===== config.mk =====
export PLATFORM = sky130hd
export DESIGN_NAME = video_pattern_seq
export DESIGN_NICKNAME = d
export VERILOG_FILES = /design/src/rtl/video_pattern_seq.sv
export SDC_FILE = /design/constraint.sdc
export NUM_CORES = 1
export LEC_CHECK = 0
export CORE_MARGIN = 10
export CORE_UTILIZATION = 55
export CTS_BUF_LIST = sky130_fd_sc_hd__clkbuf_4 sky130_fd_sc_hd__clkbuf_8 sky130_fd_sc_hd__clkbuf_16
export CTS_CLUSTER_SIZE = 16
export DETAILED_ROUTE_END_ITERATION = 7
export DONT_BUFFER_PORTS = 1
export GPL_TIMING_DRIVEN = 0
export HOLD_SLACK_MARGIN = 0.08
export PLACE_DENSITY = 0.7
export SLEW_MARGIN = 15
export SYNTH_ARGS = -nofsm -noshare
export SYNTH_HDL_FRONTEND = slang
export SYNTH_SLANG_ARGS = --single-unit

===== constraint.sdc =====
create_clock -name clk -period 6 [get_ports clk]
set_clock_uncertainty 0.05 [all_clocks]
set_input_delay 0.6 -clock clk [delete_from_list [all_inputs] [get_ports clk]]
set_output_delay 0.6 -clock clk [all_outputs]
set_load 0.02 [all_outputs]

===== src/rtl/video_pattern_seq.sv =====
// Frame-synchronous test-pattern controller: six patterns selected by button or
// auto-advance, with all pattern and animation changes applied at end-of-frame.
module video_pattern_seq #(
    parameter int unsigned H_ACTIVE    = 640,
    parameter int unsigned V_ACTIVE    = 480,
    parameter int unsigned HOLD_FRAMES = 120,
    parameter int unsigned BOX         = 64,
    parameter int unsigned STEP        = 4
) (
    input  logic        clk,
    input  logic        rst,
    input  logic [9:0]  sx,
    input  logic [9:0]  sy,
    input  logic        btn_next,
    input  logic        auto_en,
    output logic [23:0] rgb,
    output logic [2:0]  pattern,
    output logic [15:0] frame_cnt
);

    typedef enum logic {DIR_POS, DIR_NEG} dir_t;

    localparam logic [10:0] X_MAX  = 11'(H_ACTIVE - BOX);
    localparam logic [10:0] Y_MAX  = 11'(V_ACTIVE - BOX);
    localparam logic [10:0] STEP_W = 11'(STEP);
    localparam logic [10:0] BOX_W  = 11'(BOX);
    localparam int unsigned BAR_W  = H_ACTIVE / 8;

    logic        btn_s1, btn_s2, btn_d;
    logic        btn_edge;
    logic        at_eof, prev_at_eof, eof;
    logic        pending, auto_hit, advance;
    logic [15:0] hold_cnt;
    logic [9:0]  bx, by, bx_nxt, by_nxt;
    dir_t        dir_x, dir_y, dir_x_nxt, dir_y_nxt;
    logic [2:0]  bar;
    logic        active, border, center, in_box;
    logic [23:0] rgb_nxt;

    assign btn_edge = btn_s2 & ~btn_d;
    assign at_eof   = (sx == '0) && (sy == 10'(V_ACTIVE));
    assign eof      = at_eof & ~prev_at_eof;
    assign auto_hit = auto_en && (hold_cnt == 16'(HOLD_FRAMES - 1));
    assign advance  = pending || auto_hit;

    // Reaching a bound (not only passing it) turns the box around, so it
    // rests exactly one frame on each edge.
    always_comb begin
        bx_nxt    = bx;
        dir_x_nxt = dir_x;
        if (dir_x == DIR_POS) begin
            if ({1'b0, bx} + STEP_W >= X_MAX) begin
                bx_nxt    = X_MAX[9:0];
                dir_x_nxt = DIR_NEG;
            end else begin
                bx_nxt = bx + STEP_W[9:0];
            end
        end else begin
            if ({1'b0, bx} <= STEP_W) begin
                bx_nxt    = '0;
                dir_x_nxt = DIR_POS;
            end else begin
                bx_nxt = bx - STEP_W[9:0];
            end
        end
    end

    always_comb begin
        by_nxt    = by;
        dir_y_nxt = dir_y;
        if (dir_y == DIR_POS) begin
            if ({1'b0, by} + STEP_W >= Y_MAX) begin
                by_nxt    = Y_MAX[9:0];
                dir_y_nxt = DIR_NEG;
            end else begin
                by_nxt = by + STEP_W[9:0];
            end
        end else begin
            if ({1'b0, by} <= STEP_W) begin
                by_nxt    = '0;
                dir_y_nxt = DIR_POS;
            end else begin
                by_nxt = by - STEP_W[9:0];
            end
        end
    end

    always_ff @(posedge clk or posedge rst) begin
        if (rst) begin
            btn_s1      <= 1'b0;
            btn_s2      <= 1'b0;
            btn_d       <= 1'b0;
            prev_at_eof <= 1'b0;
            pending     <= 1'b0;
            hold_cnt    <= '0;
            pattern     <= '0;
            frame_cnt   <= '0;
            bx          <= '0;
            by          <= '0;
            dir_x       <= DIR_POS;
            dir_y       <= DIR_POS;
        end else begin
            btn_s1      <= btn_next;
            btn_s2      <= btn_s1;
            btn_d       <= btn_s2;
            prev_at_eof <= at_eof;
            if (eof) begin
                frame_cnt <= frame_cnt + 16'd1;
                bx        <= bx_nxt;
                by        <= by_nxt;
                dir_x     <= dir_x_nxt;
                dir_y     <= dir_y_nxt;
                if (advance) begin
                    pattern  <= (pattern == 3'd5) ? 3'd0 : pattern + 3'd1;
                    hold_cnt <= '0;
                    pending  <= btn_edge;
                end else begin
                    pending <= pending | btn_edge;
                    if (auto_en) hold_cnt <= hold_cnt + 16'd1;
                end
            end else begin
                pending <= pending | btn_edge;
            end
        end
    end

    always_comb begin
        bar = '0;
        for (int unsigned i = 1; i < 8; i++) begin
            if (32'(sx) >= i * BAR_W) bar = bar + 3'd1;
        end
    end

    assign active = (32'(sx) < H_ACTIVE) && (32'(sy) < V_ACTIVE);
    assign border = (sx == '0) || (sx == 10'(H_ACTIVE - 1)) ||
                    (sy == '0) || (sy == 10'(V_ACTIVE - 1));
    assign center = (sx >= 10'd100) && (32'(sx) < H_ACTIVE - 100) &&
                    (sy >= 10'd100) && (32'(sy) < V_ACTIVE - 100);
    assign in_box = ({1'b0, sx} >= {1'b0, bx}) && ({1'b0, sx} < {1'b0, bx} + BOX_W) &&
                    ({1'b0, sy} >= {1'b0, by}) && ({1'b0, sy} < {1'b0, by} + BOX_W);

    always_comb begin
        rgb_nxt = '0;
        if (active) begin
            case (pattern)
                3'd0: rgb_nxt = (border || center) ? 24'hffffff : 24'h0000ff;
                3'd1: rgb_nxt = 24'hff0000;
                3'd2: begin
                    case (bar)
                        3'd0:    rgb_nxt = 24'hffffff;
                        3'd1:    rgb_nxt = 24'hffff00;
                        3'd2:    rgb_nxt = 24'h00ffff;
                        3'd3:    rgb_nxt = 24'h00ff00;
                        3'd4:    rgb_nxt = 24'hff00ff;
                        3'd5:    rgb_nxt = 24'hff0000;
                        3'd6:    rgb_nxt = 24'h0000ff;
                        default: rgb_nxt = 24'h000000;
                    endcase
                end
                3'd3: rgb_nxt = {sy[7:0], sx[7:0], 8'h00};
                3'd4: rgb_nxt = (sx[5] ^ sy[5]) ? 24'hffffff : 24'h000000;
                3'd5: rgb_nxt = in_box ? 24'hffff00 : 24'h202020;
                default: rgb_nxt = '0;
            endcase
        end
    end

    always_ff @(posedge clk or posedge rst) begin
        if (rst) rgb <= '0;
        else     rgb <= rgb_nxt;
    end

endmodule

==> out/qor.txt, run 1 <==
Critical Path AT: 4.95 ns
Number of inserted diodes: 0
Final HPWL DP: 10.9 mm
Outcome: complete, no violations
Overflow after GRT: 0
Main area contributors after synthesis: sky130_fd_sc_hd__dfrtp_1 (35%), sky130_fd_sc_hd__ha_1 (9.9%), sky130_fd_sc_hd__nand2_1 (4.6%)
First-pass GRT wire length: 23.9 mm
Synth warn: 0
Remaining antenna violation count: 0
Insertion delay to the later sink of the worst-skew pair: 0.36 ns
Most frequently used flop master after synthesis: sky130_fd_sc_hd__dfrtp_1
Routability cong.: 0.897
Vias in the first global route: 4779
Post-synthesis sequential area ratio: 0.349
Total of max-cap violations: 0
Worst setup path class: input pin to flip-flop
Max-slew violation count: 0
Layout cells sized above 1: 0.0854
Count of input and output buffers: 0
Core footprint: 0.00973 mm^2
Multiplexer share of the synthesized area: 0.00734
Reg-to-reg setup timing slack: 2.78 ns
Chip Height: 120 um
Crit end category: flip-flop
Placed cell count: 760
Wire length after detailed routing: 14.2 mm
Power density of the placed cells: 178 mW/mm^2
Final Hold Slack: 0.214 ns
Number of optimization iterations in the first detailed-route pass: 6
#FFs+latches synth: 76
Adder-cell share of the synthesized area: 0.0987
Area of the die: 0.0143 mm^2
Starting utilization of the core area: 0.560
Compound-Gate Fraction of Synth Area: 0.205
Category of the worst setup path launch point: input pin
Row Count: 36
Number of setup violations in the final report: 0
Cell type with the highest aggregate area in the netlist: sky130_fd_sc_hd__dfrtp_1
Pin count of the biggest net entering global routing: 52
Simple-Gate Fraction of Synth Area: 0.227
Clk buf depth: 2
Data required time of the worst path: 6.17 ns
Ys async rst share: 1.00
Post-synthesis cell type count: 74
Average wire length per cell after detail routing: 18.3 um
Clock tree from TritonCTS: done
Tmin final: 4.78 ns
Final setup slack of the worst path: 1.22 ns
Post-synthesis instance area: 0.00545 mm^2
Per-cell via count in the routed design: 6.33
Cell with the most instances after synthesis: sky130_fd_sc_hd__dfrtp_1
Avg Cell Area, Syn: 8.71 um^2
Synth Area in XOR/XNOR: 0.0590
Total negative slack for setup checks: 0 ns
Total Routing Usage GR: 0.197
Non-Filler Instances: 777
Worst slack at placement: 0.860 ns
DRC: 0
Least-Margin Pin Slew: 0.778 ns
Number of flops mapped to enable cells by yosys: 0
Number of gates given a new drive strength after cts: 0
Mapped Cells: 626
Final Hold Fails: 0
Clock Root Buffer: sky130_fd_sc_hd__clkbuf_8
Num ports: 67
Leading cell types by count after synthesis: sky130_fd_sc_hd__dfrtp_1 (76), sky130_fd_sc_hd__nand2_1 (67), sky130_fd_sc_hd__ha_1 (43), sky130_fd_sc_hd__o21ai_0 (43), sky130_fd_sc_hd__nor2_1 (42)
Highest attainable clock frequency: 209 MHz
Count of nets after finishing: 706
Syn_nets: 693
Number of sinks handled by clock tree synthesis: 76
Setup repair after global routing missed its margin: false
Part of the cycle the worst path needs: 0.797
Dominant combinational cell family by area after synthesis: simple AND/OR/NAND/NOR gates
Maximum fanout along the worst path: 9
Total power after layout: 1.04 mW
DRC violation total after the first TritonRoute iteration: 600
Leakage Power: 2.46 nW
H-tree levels: 3
Top-area cell type share of the netlist area: 0.349
Horizontal die dimension: 120 um
Vias post-DR: 4921
Synthesis-to-layout area growth: 7.23%
IR Drop Worst-Case VDD: 0.110 mV
Relative slew margins: 0.477
Num CTS Buffers: 9
Type of the tightest min-delay check: input pin to flip-flop
Filler Cells Inserted: 867
Initial antenna violation count: 0
Clock-pin slew on the worst setup and hold paths: 0.09 ns
[repair_timing]
item | CTS | global route
hold buffers | 1 | 0
endpoints found under the setup margin | 0 | 0
setup buffers | 0 | 0
hold endpoints to repair | 25 | 0
[logic make-up (layout without fill, tap and decap cells)]
kind of cell    Yosys count  after routing
fa+ha+maj                43             43
compound gates          166            166
mux                       4              4
xor+xnor                 35             35
simple gates            237            237
flops                    76             76
buf+inv                  65             83
[metal layers]
layer	track usage	share of wire	vias up
li1	-	-	2326
met1	0.254	0.43	2364
met2	0.318	0.47	206
met3	0.0474	0.088	25
met4	0.0671	0.017	0
met5	0	0	-
[layout by cell type (no fill, tap or decap), drive strengths merged, types with 25 or more instances in the layout]
cell type  netlist  routed
inv             29      33
o21ai           43      43
ha              43      43
dfrtp           76      76
clkbuf          16      25
nand2           67      67
a21oi           34      34
nand3           29      29
nor2            42      42
[worst max-delay path: stages]
cell	delay (ns)
sky130_fd_sc_hd__buf_2	0.15
sky130_fd_sc_hd__nor2_1	0.27
sky130_fd_sc_hd__nand2_1	0.12
sky130_fd_sc_hd__inv_1	0.07
sky130_fd_sc_hd__ha_1	0.26
sky130_fd_sc_hd__xnor2_1	0.20
sky130_fd_sc_hd__ha_1	0.26
sky130_fd_sc_hd__a21oi_1	0.16
sky130_fd_sc_hd__a21oi_1	0.07
sky130_fd_sc_hd__ha_1	0.27
sky130_fd_sc_hd__or3b_2	0.44
sky130_fd_sc_hd__nand2b_1	0.09
sky130_fd_sc_hd__ha_1	0.22
sky130_fd_sc_hd__nand2_1	0.05
sky130_fd_sc_hd__o21ai_0	0.11
sky130_fd_sc_hd__or2_2	0.30
sky130_fd_sc_hd__ha_1	0.29
sky130_fd_sc_hd__nor4_1	0.05
sky130_fd_sc_hd__a21boi_0	0.25
sky130_fd_sc_hd__o41ai_2	0.15
sky130_fd_sc_hd__nor3_2	0.42
sky130_fd_sc_hd__a31oi_1	0.16
[area by class of cell]
type                       count  area [um^2]  area share
buffer                        35          180      0.0308
clock buffer                   9          124      0.0212
clock inverter                 7         63.8      0.0109
inverter                      30          115      0.0197
multi-input combinational    485         3260       0.557
sequential                    76         1900       0.325
tap                          133          166      0.0285
timing repair buffer           2         37.5     0.00642
[final timing paths]
kind,start,end,cells after the start
min reg2reg,btn_s1$_DFF_PP0_,btn_s2$_DFF_PP0_,0
min in group asynchronous,rst,frame_cnt[15]$_DFFE_PP0P_,2
max reg2reg,bx[9]$_DFFE_PP0P_,rgb[8]$_DFF_PP0_,8
max in group asynchronous,rst,bx[2]$_DFFE_PP0P_,3
min,btn_next,btn_s1$_DFF_PP0_,0
max,sx[8],rgb[19]$_DFF_PP0_,22
[flip-flops by register name, indices dropped and copies added, names as in the netlist]
signal / count
rgb: 18
frame_cnt: 16
hold_cnt: 16
bx: 8
by: 8
pattern: 3
btn_d: 1
btn_s1: 1
btn_s2: 1
dir_x: 1
dir_y: 1
pending: 1
prev_at_eof: 1
[power breakdown]
part           internal [mW]  switching, mW  total [mW]
sequential             0.520         0.0143       0.535
combinational         0.0491         0.0681       0.117
clock                  0.160          0.228       0.388
total                  0.729          0.311        1.04
[through the flow]
stage	util	area, um^2
2_1_floorplan	-	5450
3_3_place_gp	0.577	5620
3_5_place_dp	0.581	5650
4_1_cts	0.601	5850
5_1_grt	0.601	5850
6_report	0.601	5850
(Power assumes the default switching activity.)
==> run 2, diff against run 1 <==
- PLACE_DENSITY: 0.7 -> 0.73
- clock period: 6 -> 4.1 ns (I/O delays scaled with it)
==> run 2 against run 1 <==
Sequential power grew 46%. Largest cell class unchanged. Flip-flop and latch count is the same. First-iteration DRC count shrank 20%. Clock power grew 44%. Non-clock buffer count grew 4. Total power grew 50%. Sequential share of layout area shrank 0.90 points. Register-to-register slack lost 1.9 ns. Worst setup slack lost 1.0 ns. Via count grew 1.3%. Routed wire length grew 1.1%. Highest routed layer unchanged. Hold slack lost 0.068 ns.
==> out/qor.txt, run 2 (synthesized netlist as in run 1, its figures left out) <==
Outcome: complete, no violations (unchanged)
Synthesis-to-layout area growth: 10.3% (was 7.23%)
Non-Filler Instances: 781 (was 777)
Overflow after GRT: 0 (unchanged)
Power density of the placed cells: 259 mW/mm^2 (was 178 mW/mm^2)
Number of sinks handled by clock tree synthesis: 76 (unchanged)
Max-slew violation count: 0 (unchanged)
FF-to-FF Start: bx[6]$_DFFE_PP0P_ (was bx[9]$_DFFE_PP0P_)
WL met1: 6.26 mm (was 6.06 mm)
First-pass GRT wire length: 24.6 mm (was 23.9 mm)
Placed cell count: 760 (unchanged)
Worst setup path class: input pin to flip-flop (unchanged)
Initial antenna violation count: 0 (unchanged)
Vias post-DR: 4985 (was 4921)
Critical hold path startpoint: auto_en (was btn_next)
Relative slew margins: 0.483 (was 0.477)
Reg-to-reg setup timing slack: 0.87 ns (was 2.78 ns)
Vias in the first global route: 4826 (was 4779)
Critical Path AT: 4.06 ns (was 4.95 ns)
Part of the cycle the worst path needs: 0.954
Data required time of the worst path: 4.25 ns (was 6.17 ns)
Pin count of the biggest net entering global routing: 53 (was 52)
Maximum fanout along the worst path: 10 (was 9)
Routability cong.: 0.936 (was 0.897)
Clock-pin slew on the worst setup and hold paths: 0.09 ns (about the same)
Horizontal die dimension: 120 um (unchanged)
Highest-count cells in the layout ignoring fill and taps: sky130_fd_sc_hd__dfrtp_1 (76), sky130_fd_sc_hd__nand2_1 (65), sky130_fd_sc_hd__nor2_1 (41) (was sky130_fd_sc_hd__dfrtp_1 (76), sky130_fd_sc_hd__nand2_1 (67), sky130_fd_sc_hd__o21ai_0 (43), sky130_fd_sc_hd__ha_1 (43), sky130_fd_sc_hd__nor2_1 (42))
Clock Root Buffer: sky130_fd_sc_hd__clkbuf_8 (unchanged)
Num CTS Buffers: 9 (unchanged)
Area of all placed cells without fillers: 0.00601 mm^2 (was 0.00585 mm^2)
Count of input and output buffers: 0 (unchanged)
Register with the highest flop count: rgb (unchanged)
Highest metal layer used by the detailed router: met4 (unchanged)
Type of the tightest min-delay check: input pin to flip-flop (unchanged)
Category of the worst setup path launch point: input pin (unchanged)
IR Drop Worst-Case VDD: 0.145 mV (was 0.110 mV)
Worst setup startpoint: sx[6] (was sx[8])
Largest registers: rgb: 18 flops, frame_cnt: 16 flops, hold_cnt: 16 flops (unchanged)
Insertion delay to the later sink of the worst-skew pair: 0.37 ns (was 0.36 ns)
Logic depth of the worst register-to-register path: 10 (was 8)
Row Count: 36 (unchanged)
Tmin final: 3.91 ns
Remaining antenna violation count: 0 (unchanged)
Highest attainable clock frequency: 256 MHz
Layout cells sized above 1: 0.117 (was 0.0854)
Amount of wire on met3 after detailed routing: 1.02 mm (was 1.25 mm)
Area of the die: 0.0143 mm^2 (unchanged)
Clk buf depth: 2 (unchanged)
Leakage Power: 2.50 nW (was 2.46 nW)
H-tree levels: 3 (unchanged)
Num ports: 67 (unchanged)
Crit end category: flip-flop (unchanged)
Number of setup violations in the final report: 0 (unchanged)
Clock tree from TritonCTS: done (unchanged)
Chip Height: 120 um (unchanged)
DRC violation total after the first TritonRoute iteration: 480 (was 600)
Total of max-cap violations: 0 (unchanged)
Number of inserted diodes: 0 (unchanged)
Final Hold Fails: 0 (unchanged)
Placed Instance Area: 0.00570 mm^2 (was 0.00565 mm^2)
Routed wire length on met2: 6.98 mm (was 6.69 mm)
Final Hold Slack: 0.146 ns (was 0.214 ns)
Per-cell via count in the routed design: 6.38 (was 6.33)
Wire length after detailed routing: 14.4 mm (was 14.2 mm)
Final HPWL DP: 10.9 mm (about the same)
Crit path to: rgb[9]$_DFF_PP0_ (was rgb[19]$_DFF_PP0_)
Flip-flop count of the largest register after layout: 18 (unchanged)
Most common cell after layout, fill and taps aside: sky130_fd_sc_hd__dfrtp_1 (unchanged)
Count of nets after finishing: 710 (was 706)
Core footprint: 0.00973 mm^2 (unchanged)
Reg-to-reg endpoint: rgb[23]$_DFF_PP0_ (was rgb[8]$_DFF_PP0_)
Least-Margin Pin Slew: 0.770 ns (was 0.778 ns)
DRC: 0 (unchanged)
Starting utilization of the core area: 0.560 (unchanged)
Average wire length per cell after detail routing: 18.4 um (was 18.3 um)
Number of optimization iterations in the first detailed-route pass: 5 (was 6)
Total Routing Usage GR: 0.203 (was 0.197)
## run 2: changes by cell type in the layout (fill, tap and decap cells not counted), moves of 3 or more
| cell | before | now |
|---|---|---|
| sky130_fd_sc_hd__buf_4 | 8 | 11 |
| sky130_fd_sc_hd__ha_1 | 43 | 40 |
| sky130_fd_sc_hd__o21ai_2 | 0 | 3 |
| sky130_fd_sc_hd__o21ai_0 | 43 | 40 |
## run 2: report_power, final
group          switching [mW]  leakage [nW]  total [mW]  internal, mW
registers              0.0210         0.987       0.783         0.762
clock network           0.327        0.0936       0.560         0.233
logic                   0.118          1.42       0.215        0.0971
total                   0.466          2.50        1.56          1.09
## run 2: cell type report
class / count / area, um^2
timing repair buffer: 6 / 70.1
fill: 809 / 3720
tap: 133 / 166
buffer: 35 / 193
sequential: 76 / 1900
multi-input combinational: 485 / 3370
clock inverter: 7 / 67.6
clock buffer: 9 / 124
inverter: 30 / 115
## run 2: what timing repair did
item	4_1_cts	5_1_grt
pin swaps	1	13
hold buffers	2	0
endpoints found under the hold margin	25	0
setup buffers	1	2
resized for setup	1	14
cloned	0	0
setup endpoints to repair	3	16
## run 2: worst max-delay path: stages
cell and delay [ns]:
sky130_fd_sc_hd__buf_4 0.16, sky130_fd_sc_hd__o21ai_2 0.12, sky130_fd_sc_hd__nand2_1 0.10, sky130_fd_sc_hd__inv_2 0.08, sky130_fd_sc_hd__ha_4 0.22, sky130_fd_sc_hd__xnor2_2 0.14, sky130_fd_sc_hd__ha_1 0.31, sky130_fd_sc_hd__a21oi_2 0.13
sky130_fd_sc_hd__a21oi_1 0.06, sky130_fd_sc_hd__ha_1 0.28, sky130_fd_sc_hd__or3b_4 0.38, sky130_fd_sc_hd__nand2b_1 0.08, sky130_fd_sc_hd__ha_1 0.23, sky130_fd_sc_hd__nand2_2 0.06, sky130_fd_sc_hd__o21ai_2 0.06, sky130_fd_sc_hd__or2_4 0.24
sky130_fd_sc_hd__ha_4 0.15, sky130_fd_sc_hd__nand2_2 0.07, sky130_fd_sc_hd__o211ai_1 0.11, sky130_fd_sc_hd__o31ai_2 0.10, sky130_fd_sc_hd__nor2_1 0.11, sky130_fd_sc_hd__mux2i_4 0.28, sky130_fd_sc_hd__a31oi_1 0.15
## run 2: worst min path at each step
stage / to / slack (ns) / cells after the start
floorplan: btn_s2$_DFF_PP0_ / 0.28 / 0
global placement: btn_s2$_DFF_PP0_ / 0.28 / 0
detailed placement: rgb[7]$_DFF_PP0_ / 0.22 / 1
CTS: rgb[17]$_DFF_PP0_ / 0.13 / 2
global route: rgb[19]$_DFF_PP0_ / 0.14 / 2
finish: hold_cnt[0]$_DFFE_PP0P_ / 0.15 / 2
## run 2: metal layers
metal,vias up,GRT usage
met5,-,0
met4,0,0.0460
li1,2348,-
met1,2434,0.262
met3,15,0.0488
met2,188,0.337
## run 2: metrics by stage
| step | setup TNS [ns] | util | worst slack, ns | total power, mW |
|---|---|---|---|---|
| 3_5_place_dp | -5.54 | 0.586 | -0.383 | 0.980 |
| 4_1_cts | 0 | 0.609 | 0.0242 | 1.54 |
| 5_1_grt | -0.120 | 0.618 | -0.0580 | 1.63 |
| 6_report | 0 | 0.618 | 0.190 | 1.56 |
| 2_1_floorplan | 0 | - | 0.00458 | 0.941 |
| 3_3_place_gp | -3.35 | 0.583 | -0.258 | 0.967 |
